===== config.mk =====
export PLATFORM = sky130hd
export DESIGN_NAME = driver_scan_controller
export DESIGN_NICKNAME = d
export VERILOG_FILES = /design/src/rtl/driver_scan_pkg.sv /design/src/rtl/driver_scan_addr_gen.sv /design/src/rtl/driver_scan_controller.sv
export SDC_FILE = /design/constraint.sdc
export NUM_CORES = 1
export LEC_CHECK = 0
export CAP_MARGIN = 20
export CORE_MARGIN = 3
export CORE_UTILIZATION = 50
export CTS_CLUSTER_DIAMETER = 80
export DETAILED_ROUTE_END_ITERATION = 10
export PLACE_DENSITY = 0.83
export SYNTH_ARGS = -nofsm -noshare
export SYNTH_HDL_FRONTEND = slang
export SYNTH_HIERARCHICAL = 1
export SYNTH_SLANG_ARGS = --single-unit

===== constraint.sdc =====
create_clock -name clock -period 3.3 [get_ports clock]
set_input_delay 0.66 -clock clock [delete_from_list [all_inputs] [get_ports clock]]
set_output_delay 0.66 -clock clock [all_outputs]
set_load 0.03 [all_outputs]

===== src/rtl/driver_scan_pkg.sv =====
// rtl/driver_scan_pkg.sv - shared state encoding and write-port widths for the dot scan controller
package driver_scan_pkg;

    typedef enum logic [2:0] {
        ST_IDLE,
        ST_SETUP,
        ST_ROW,
        ST_COL,
        ST_ADVANCE
    } scan_state_t;

    localparam int WR_ADDR_WIDTH = 10;
    localparam int WR_DATA_WIDTH = 16;

endpackage


===== src/rtl/driver_scan_addr_gen.sv =====
// rtl/driver_scan_addr_gen.sv - row/column dot counter pair with step, clear and last-dot flag
module driver_scan_addr_gen #(
    parameter int ADDR_WIDTH = 6
) (
    input  logic                  clock,
    input  logic                  reset,
    input  logic                  step,
    input  logic                  clear,
    input  logic [ADDR_WIDTH-1:0] row_last,
    input  logic [ADDR_WIDTH-1:0] col_last,
    output logic [ADDR_WIDTH-1:0] row_select,
    output logic [ADDR_WIDTH-1:0] col_select,
    output logic                  last_dot
);

    assign last_dot = (row_select == row_last) && (col_select == col_last);

    always_ff @(posedge clock) begin
        if (reset || clear) begin
            row_select <= '0;
            col_select <= '0;
        end else if (step) begin
            if (col_select == col_last) begin
                col_select <= '0;
                row_select <= row_select + ADDR_WIDTH'(1);
            end else begin
                col_select <= col_select + ADDR_WIDTH'(1);
            end
        end
    end

endmodule


===== src/rtl/driver_scan_controller.sv =====
// rtl/driver_scan_controller.sv - dot-matrix scan sequencer with write-port arbitration
// Optional DRIVER_SCAN_SKIP_EN: skip dots whose driver_enable_in is low at the end of SETUP.
module driver_scan_controller
    import driver_scan_pkg::*;
#(
    parameter int MEM_LENGTH         = 48,
    parameter int MEM_ADDRESS_LENGTH = 6,
    parameter int DWELL_WIDTH        = 16,
    parameter int PIPE_LATENCY       = 2
) (
    input  logic                          clock,
    input  logic                          reset,
    input  logic                          start,
    input  logic                          stop,
    input  logic                          continuous,
    input  logic [MEM_ADDRESS_LENGTH-1:0] row_count,
    input  logic [MEM_ADDRESS_LENGTH-1:0] col_count,
    input  logic [DWELL_WIDTH-1:0]        dwell_cycles,
    input  logic                          host_wr_valid,
    output logic                          host_wr_ready,
    input  logic [WR_ADDR_WIDTH-1:0]      host_wr_addr,
    input  logic [WR_DATA_WIDTH-1:0]      host_wr_data,
    output logic [WR_ADDR_WIDTH-1:0]      mem_address,
    output logic                          mem_write_n,
    output logic [WR_DATA_WIDTH-1:0]      data_in,
    output logic [MEM_ADDRESS_LENGTH-1:0] row_select,
    output logic [MEM_ADDRESS_LENGTH-1:0] col_select,
    output logic                          row_col_select,
    input  logic                          driver_enable_in,
    input  logic                          driver_data_in,
    output logic                          fire,
    output logic                          fire_data,
    output logic                          busy,
    output logic                          frame_done,
    output logic [7:0]                    frame_count
);

    localparam logic [DWELL_WIDTH-1:0] PIPE_LAST = DWELL_WIDTH'(PIPE_LATENCY - 1);

    scan_state_t                   state;
    logic [DWELL_WIDTH-1:0]        cnt;
    logic [DWELL_WIDTH-1:0]        cfg_dwell;
    logic [MEM_ADDRESS_LENGTH-1:0] row_last;
    logic [MEM_ADDRESS_LENGTH-1:0] col_last;
    logic                          stop_pend;
    logic                          last_dot;
    logic                          start_ok;
    logic                          stop_req;
    logic                          load_cfg;
    logic                          addr_step;
    logic                          addr_clear;
    logic                          xfer;

    // Counts above the matrix edge are clamped so the walk never leaves the array.
    function automatic logic [MEM_ADDRESS_LENGTH-1:0] last_index(
        input logic [MEM_ADDRESS_LENGTH-1:0] count
    );
        if (count > MEM_ADDRESS_LENGTH'(MEM_LENGTH))
            return MEM_ADDRESS_LENGTH'(MEM_LENGTH - 1);
        return count - MEM_ADDRESS_LENGTH'(1);
    endfunction

    assign start_ok   = start && (row_count != '0) && (col_count != '0);
    assign stop_req   = stop_pend || stop;
    assign load_cfg   = ((state == ST_IDLE) && start_ok) ||
                        ((state == ST_ADVANCE) && last_dot && !stop_req && continuous);
    assign addr_step  = (state == ST_ADVANCE) && !stop_req && !last_dot;
    assign addr_clear = ((state == ST_IDLE) && start_ok) ||
                        ((state == ST_ADVANCE) && last_dot && !stop_req);

    assign host_wr_ready = (state == ST_IDLE) || (state == ST_SETUP) || (state == ST_ADVANCE);
    assign xfer          = host_wr_valid && host_wr_ready;
    assign fire          = driver_enable_in &&
                           ((state == ST_ROW) || ((state == ST_COL) && (cnt != '0)));
    assign fire_data     = fire && driver_data_in;

    driver_scan_addr_gen #(
        .ADDR_WIDTH(MEM_ADDRESS_LENGTH)
    ) u_addr_gen (
        .clock     (clock),
        .reset     (reset),
        .step      (addr_step),
        .clear     (addr_clear),
        .row_last  (row_last),
        .col_last  (col_last),
        .row_select(row_select),
        .col_select(col_select),
        .last_dot  (last_dot)
    );

    always_ff @(posedge clock) begin
        if (reset) begin
            cfg_dwell <= '0;
            row_last  <= '0;
            col_last  <= '0;
        end else if (load_cfg) begin
            cfg_dwell <= (dwell_cycles == '0) ? DWELL_WIDTH'(1) : dwell_cycles;
            row_last  <= last_index(row_count);
            col_last  <= last_index(col_count);
        end
    end

    always_ff @(posedge clock) begin
        if (reset) begin
            state          <= ST_IDLE;
            cnt            <= '0;
            stop_pend      <= 1'b0;
            busy           <= 1'b0;
            row_col_select <= 1'b0;
            frame_done     <= 1'b0;
            frame_count    <= 8'd0;
            mem_write_n    <= 1'b1;
            mem_address    <= '0;
            data_in        <= '0;
        end else begin
            frame_done  <= 1'b0;
            mem_write_n <= !xfer;
            mem_address <= xfer ? host_wr_addr : '0;
            data_in     <= xfer ? host_wr_data : '0;
            if (state != ST_IDLE && stop)
                stop_pend <= 1'b1;

            case (state)
                ST_IDLE: begin
                    if (start_ok) begin
                        state     <= ST_SETUP;
                        cnt       <= '0;
                        busy      <= 1'b1;
                        stop_pend <= stop;
                    end
                end
                ST_SETUP: begin
                    if (cnt == PIPE_LAST) begin
                        cnt <= '0;
`ifdef DRIVER_SCAN_SKIP_EN
                        if (!driver_enable_in) begin
                            state <= ST_ADVANCE;
                            if (last_dot) begin
                                frame_done  <= 1'b1;
                                frame_count <= frame_count + 8'd1;
                            end
                        end else begin
                            state <= ST_ROW;
                        end
`else
                        state <= ST_ROW;
`endif
                    end else begin
                        cnt <= cnt + DWELL_WIDTH'(1);
                    end
                end
                ST_ROW: begin
                    if (cnt == cfg_dwell - DWELL_WIDTH'(1)) begin
                        cnt            <= '0;
                        state          <= ST_COL;
                        row_col_select <= 1'b1;
                    end else begin
                        cnt <= cnt + DWELL_WIDTH'(1);
                    end
                end
                ST_COL: begin
                    // cnt==0 is the settle cycle, so the phase runs dwell+1 cycles.
                    if (cnt == cfg_dwell) begin
                        cnt            <= '0;
                        state          <= ST_ADVANCE;
                        row_col_select <= 1'b0;
                        if (last_dot) begin
                            frame_done  <= 1'b1;
                            frame_count <= frame_count + 8'd1;
                        end
                    end else begin
                        cnt <= cnt + DWELL_WIDTH'(1);
                    end
                end
                ST_ADVANCE: begin
                    cnt <= '0;
                    if (stop_req || (last_dot && !continuous)) begin
                        state     <= ST_IDLE;
                        busy      <= 1'b0;
                        stop_pend <= 1'b0;
                    end else begin
                        state <= ST_SETUP;
                    end
                end
                default: begin
                    state <= ST_IDLE;
                    busy  <= 1'b0;
                end
            endcase
        end
    end

endmodule

==> results.toml, run 1 <==
[synthesis]
synth_edf_count = 0
yosysTopAreaCellShare = 0.394
yosysMostFrequentCell = "dfxtp_1"
synth_top_cells_by_count = "dfxtp_1 (98), nand2_1 (63), nor2_1 (38), xnor2_1 (35), a21oi_1 (33)"
yosys_warnings = 6
synth_cell_types = 62
syn_area_um2 = 4970
netlist_top_cells_area = "dfxtp_1 (39%), xnor2_1 (6.2%), nand2_1 (4.8%)"
seq_area_frac_synth = 0.394
async_flop_share = 0
synth_flop_cell = "dfxtp_1"
synthCells = 581
synth_fp_nets = 654
synth.avg_cell_area_um2 = 8.56
ys_ff_latch = 98
yosys.area.top_type = "dfxtp_1"

[power]
p_leak_uw = 0.00232
combPwrFrac = 0.373
vdd_drop_max_mv = 0.333
power_frac_clock = 0.210
pwr-share-seq = 0.417
swShare = 0.373
powerDensity_nw_per_um2 = 535
internal-power_uw = 2160
total_power_uw = 3440
switchingPower_uw = 1280

[sta]
hold_viol = 0
fin_tns_setup_ps = 0
slew_headroom = 0.577
finalCriticalPeriod_ps = 3150
fmax_ghz = 0.317
rsz0062_at_grt = "false"
setup_viol = 0
fin_crit_sh = 0.955
slew_viol_final = 0
finClkSkew_ps = 11.3
setup_ws_ps = 147
worst_pin_slew_ps = 634

[setup_path]
worstSetupStartpointType = "flip-flop"
critPathMaxFanout = 16
cp_slowest_stage_delay_ps = 520
reg2reg_depth = 10
crit_required_ps = 3510
crit_arrival_ps = 3360
critPathKind = "reg -> reg"
timing.rr.end = "cnt[14]"
crit_chain = "inv_1 > ha_1 > nor3b_1 > buf_4 > mux2i_1 > o22ai_1 > or4_1 > or4_4 > a21oi_4 > a2111oi_0"
ff2ff_setup_slack_ps = 150
r2r_start = "cfg_dwell[0]"
endpoint_kind = "flip-flop"
critPathSlowestCell = "or4_1"

[drt]
viasPerCell = 5.63
drc = 0
first_pass_iters = 4
drt_iter0_drc = 174
ant_nets = 0
wl_per_cell_um = 15.8
vias = 4608
drt_wl_total_um = 13000

[final_layout]
drive_gt1_frac = 0.0638
fin_cells = 819
final_util = 0.679
nets = 758
syn_to_final_growth_pct = 29.2
n_antenna_cell = 0

[hold_path]
holdCritPathClass = "reg -> reg"
holdPathStages = 2
hold_start = "row_last[4]"
hold_end = "row_last[4]"

[clocking]
hold_buffers = 0
cts.sinks = 98
cts_tree = "yes"
worstSkewPairLatency_ps = 360
cts_buffers = 9
clk_pin_slew_ps = 90
h-tree-depth = 3
cts-root-buf = "clkbuf_8"
cts.path.max_buffers = 2

[placement]
hpwl_um = 9800
place_ws_ps = 51.8
gp_congestion = 0.930
dp.cells = 803
port_buffers = 114

[job]
drv_cap = 0

[global_route]
grt_max_degree = 38
antenna_found_initial = 0
grt_first_pass_wirelength_um = 21400
grt_pass1_vias = 4631
grt_usage = 0.230
grt.overflow.total = 0

[floorplanning]
io_pins = 115
num_rows = 35
dieArea_um2 = 11200
die_x_um = 106
die_h_um = 106
coreArea_um2 = 9460
initial_core_util = 0.526

[status]
status = "finished, final reports clean"
logic make-up (layout without fill, tap and decap cells):
group,Yosys count,in the layout,share of synthesized area
adders and majority gates,11,11,0.0277
DFF,98,98,0.394
and+or+nand+nor,252,252,0.277
xor gates and xnor gates,62,62,0.109
AOI/OAI and AO/OA,98,98,0.134
muxes,6,6,0.0123
buffers and inverters,54,163,0.0458
how the worst max path moves through the flow:
stage | start | to
finish | cfg_dwell[0] | cnt[14]
global route | cfg_dwell[0] | cnt[14]
CTS | cnt[2] | fire
detailed placement | col_count[0] | u_addr_gen/row_select[5]
global placement | col_count[0] | u_addr_gen/col_select[1]
floorplan | cfg_dwell[0] | state[0]
power groups by stage:
| stage | Combinational (uW) | Sequential [uW] | Clock [uW] |
|---|---|---|---|
| 6_report | 1280 | 1430 | 721 |
| 3_3_place_gp | 1220 | 1450 | 0 |
| 2_1_floorplan | 858 | 1460 | 0 |
| 5_1_grt | 1410 | 1450 | 782 |
| 3_5_place_dp | 1260 | 1460 | 0 |
| 4_1_cts | 1270 | 1430 | 732 |
placed cells by master, fill, tap and decap left out, types with 3 or more instances in the layout:
| cell type | instances |
|---|---|
| nor2_1 | 38 |
| dfxtp_1 | 98 |
| and4_1 | 4 |
| nand2b_1 | 5 |
| a21o_1 | 3 |
| nand2_1 | 63 |
| or3_1 | 6 |
| nand3_1 | 19 |
| clkdlybuf4s50_1 | 112 |
| or4_1 | 8 |
| and2_1 | 29 |
| nor3b_1 | 4 |
| a21oi_1 | 33 |
| and3_1 | 4 |
| o31ai_1 | 5 |
| a311oi_1 | 10 |
| nor4_1 | 14 |
| xor2_1 | 27 |
| o21ai_0 | 7 |
| or2_2 | 4 |
| xnor2_1 | 35 |
| nand4_1 | 17 |
| nor3_1 | 15 |
| a211oi_1 | 16 |
| inv_1 | 21 |
| nor2b_1 | 6 |
| mux2i_1 | 5 |
| buf_4 | 10 |
| clkbuf_8 | 10 |
| ha_1 | 11 |
metal layers:
metal / vias up / global-route usage / wire length (um)
met5: - / 0 / 0
met4: 0 / 0.0796 / 289
met3: 26 / 0.0759 / 1130
met2: 170 / 0.384 / 6020
met1: 2152 / 0.277 / 5520
li1: 2260 / - / -
per-stage QoR:
step / hold WS [ps] / area [um2]
floorplan: 443 / 4970
global placement: 469 / 6240
detailed placement: 464 / 6240
CTS: 478 / 6420
global route: 502 / 6420
finish: 480 / 6420
sequential cells by signal, indices dropped and copies added, names as in the netlist:
register,cells
busy,1
cfg_dwell,16
data_in,16
cnt,16
state,3
mem_address,10
u_addr_gen/row_select,6
row_col_select,1
col_last,6
mem_write_n,1
stop_pend,1
row_last,6
frame_count,8
frame_done,1
u_addr_gen/col_select,6
critical path, delay by kind of cell, from the launching register on:
family | cells | cell delay [ps]
AND/OR/NAND/NOR | 3 | 1160
adder cells (fa/ha/maj) | 1 | 250
flip-flops | 1 | 460
multiplexers | 1 | 150
AO/OA/AOI/OAI | 3 | 730
buffers and inverters | 2 | 270
area by class of cell:
cell class,instances,area (um2)
inverters,21,78.8
multi-input cells,429,2790
repair buffers,126,1250
well taps,129,161
clock buffers,12,145
flip-flops and latches,98,1960
fillers,774,3040
clock inverters,4,36.3
repair_timing:
item / 4_1_cts / 5_1_grt
setup endpoints to repair: 1 / 2
setup buffers: 0 / 0
hold endpoints to repair: 0 / 0
pin swaps: 0 / 1
resized for setup: 1 / 1
Note: power is estimated with default switching activity, not from simulation.
==> inputs of run 2 (changes only) <==
- MAX_ROUTING_LAYER: unset -> met4
- SLEW_MARGIN: unset -> 20
- SYNTH_HIERARCHICAL: 1 -> unset
==> run 2 against run 1 <==
Worst setup slack improved by 31 ps. Register-to-register slack better by 30 ps. Utilization hardly changed. Synthesized cell count fell by 3.1%. Power up 2.6%. Flip-flop and latch count unchanged. Critical path depth up 1. Die area shrank 2.6%. Design area down 1.4%. Global-route usage shrank 0.23 points. Clock power up 12%. Clock skew fell by 2.8 ps. Critical endpoint is now cnt[4].
==> results.toml, run 2 <==
[status]
status = "finished, final reports clean"

[floorplanning]
initial_core_util = 0.518
io_pins = 115
die_h_um = 104
num_rows = 35
dieArea_um2 = 10900
coreArea_um2 = 9330
die_x_um = 104

[final_layout]
final_common_cell = "clkdlybuf4s50_1"
nets = 740
drive_gt1_frac = 0.0580
syn_to_final_growth_pct = 31.0
n_antenna_cell = 0
layout_common_cells = "clkdlybuf4s50_1 (113), dfxtp_1 (98), nor2_1 (56)"
final_util = 0.679
fillers = 726
top_regs = "cfg_dwell: 16 flops, cnt: 16 flops, data_in: 16 flops"

[sta]
fmax_ghz = 0.320
hold_viol = 0
setup_viol = 0
finClkSkew_ps = 8.50
slew_viol_final = 0
finalCriticalPeriod_ps = 3120
worst_pin_slew_ps = 698
slew_headroom = 0.534
fin_tns_setup_ps = 0
rsz0062_at_grt = "false"
fin_crit_sh = 0.946
setup_ws_ps = 178

[drt]
first_pass_iters = 5
drt_iter0_drc = 284
vias = 4408
wl_per_cell_um = 14.9
viasPerCell = 5.50
ant_nets = 0
drc = 0
drt_wl_total_um = 11900

[clocking]
h-tree-depth = 3
cts.sinks = 98
worstSkewPairLatency_ps = 370
cts-root-buf = "clkbuf_8"
clk_pin_slew_ps = 100
cts_buffers = 9
post_cts.repair.setup_buffers = 0
cts.path.max_buffers = 2
cts_tree = "yes"

[setup_path]
r2r_start = "cfg_dwell[0]"
startpoint = "cfg_dwell[0]"
endpoint_kind = "flip-flop"
critPathMaxFanout = 23
critPathSlowestCell = "or4_1"
crit_arrival_ps = 3380
critPathKind = "reg -> reg"
worstSetupStartpointType = "flip-flop"
crit_chain = "inv_1 > ha_1 > or3b_4 > or4_1 > a32oi_1 > nand4_1 > nor4b_4 > a211oi_2 > buf_12 > a21o_1 > a22o_1"
cp_slowest_stage_delay_ps = 520
crit_required_ps = 3560

[placement]
port_buffers = 114
hpwl_um = 8960
place_ws_ps = 156
gp_congestion = 0.873

[synthesis]
synth_mux_area_frac = 0.0150
synth_simple_gate_area_frac = 0.269
syn_area_um2 = 4830
yosysTopAreaCellShare = 0.406
synth.avg_cell_area_um2 = 8.59
synth_top_cells_by_count = "dfxtp_1 (98), nor2_1 (56), nand2_1 (50), a21oi_1 (38), and2_1 (30)"
netlist_top_cells_area = "dfxtp_1 (41%), xnor2_1 (5.3%), xor2_1 (4.7%)"
synth_adder_area_share = 0.0285
async_flop_share = 0
synth_fp_nets = 636
synthCells = 563
synth_edf_count = 0
synth_flop_cell = "dfxtp_1"
yosys_warnings = 0
synth_top_family_by_area = "simple AND/OR/NAND/NOR gates"
ys_ff_latch = 98
synth_cell_types = 57
synth_compound_area_frac = 0.138
yosysMostFrequentCell = "dfxtp_1"
yosys.area.top_type = "dfxtp_1"
seq_area_frac_synth = 0.406
synth-xor-area-share = 0.104

[job]
drv_cap = 0

[global_route]
grt_usage = 0.228
antenna_found_initial = 0
grt_pass1_vias = 4269
grt_first_pass_wirelength_um = 20200
grt.overflow.total = 0
grt_max_degree = 39

[power]
powerDensity_nw_per_um2 = 557
p_leak_uw = 0.00241
vdd_drop_max_mv = 0.265

[hold_path]
hold_start = "row_last[4]"
holdCritPathClass = "reg -> reg"
-- run 2: cell count changes after synthesis, sizes merged, moves of 8 or more --
cell    previous run  this run
inv               21        12
a31oi              2        10
nor2              38        56
nand2             64        50
nand3             20        12
a211oi            16         7
-- run 2: per-layer routing --
metal / wire length (um) / GRT usage / vias up
li1: - / - / 2189
met1: 5280 / 0.279 / 2048
met2: 5750 / 0.375 / 152
met3: 694 / 0.0490 / 19
met4: 216 / 0.0712 / 0
met5: 0 / - / -
-- run 2: per-stage QoR --
| step | hold WS [ps] | total power (uW) | instance area, um2 | std cells |
|---|---|---|---|---|
| after floorplan | 443 | 2320 | 4830 | 563 |
| after global placement | 474 | 2660 | 6100 | 785 |
| after detailed placement | 477 | 2700 | 6100 | 785 |
| after CTS | 492 | 3520 | 6310 | 801 |
| after global routing | 532 | 3740 | 6330 | 801 |
| final | 496 | 3530 | 6330 | 801 |
-- run 2: final timing paths --
kind | cells after the start | end | slack [ps]
setup reg to reg | 11 | cnt[4] | 180
setup / recovery | 11 | cnt[4] | 180
hold / removal | 2 | row_last[4] | 500
hold reg to reg | 2 | row_last[4] | 500
-- run 2: logic make-up after synthesis --
kind of cell | after synthesis
AOI/OAI and AO/OA | 101
muxes | 7
buffers and inverters | 44
adders and majority gates | 11
and+or+nand+nor | 246
DFF | 98
xor gates and xnor gates | 56
-- run 2: cell type report --
| type | instances | area [um2] | area share |
|---|---|---|---|
| sequential | 98 | 1960 | 0.310 |
| timing repair buffer | 125 | 1250 | 0.198 |
| clock inverter | 7 | 81.3 | 0.0128 |
| multi-input combinational | 421 | 2710 | 0.428 |
| inverter | 12 | 45.0 | 0.00711 |
| tap | 129 | 161 | 0.0255 |
| clock buffer | 9 | 124 | 0.0196 |
-- run 2: critical path: cells and delay by family (launching register included) --
| family | cells | cell delay [ps] |
|---|---|---|
| buffers and inverters | 2 | 270 |
| adders and majority gates | 1 | 190 |
| AOI/OAI and AO/OA | 4 | 730 |
| and+or+nand+nor | 4 | 1460 |
| DFF | 1 | 360 |
-- run 2: power breakdown --
group          switching (uW)  leakage (uW)  internal (uW)
Clock                     442      0.000101            363
Sequential                136      0.000799           1310
Combinational             703       0.00151            576
Total                    1280       0.00241           2250
-- run 2: timing repair --
item | in CTS | in global routing
pin swaps | 0 | 0
resized for setup | 1 | 4
hold buffers | 0 | 0
setup endpoints to repair | 1 | 6
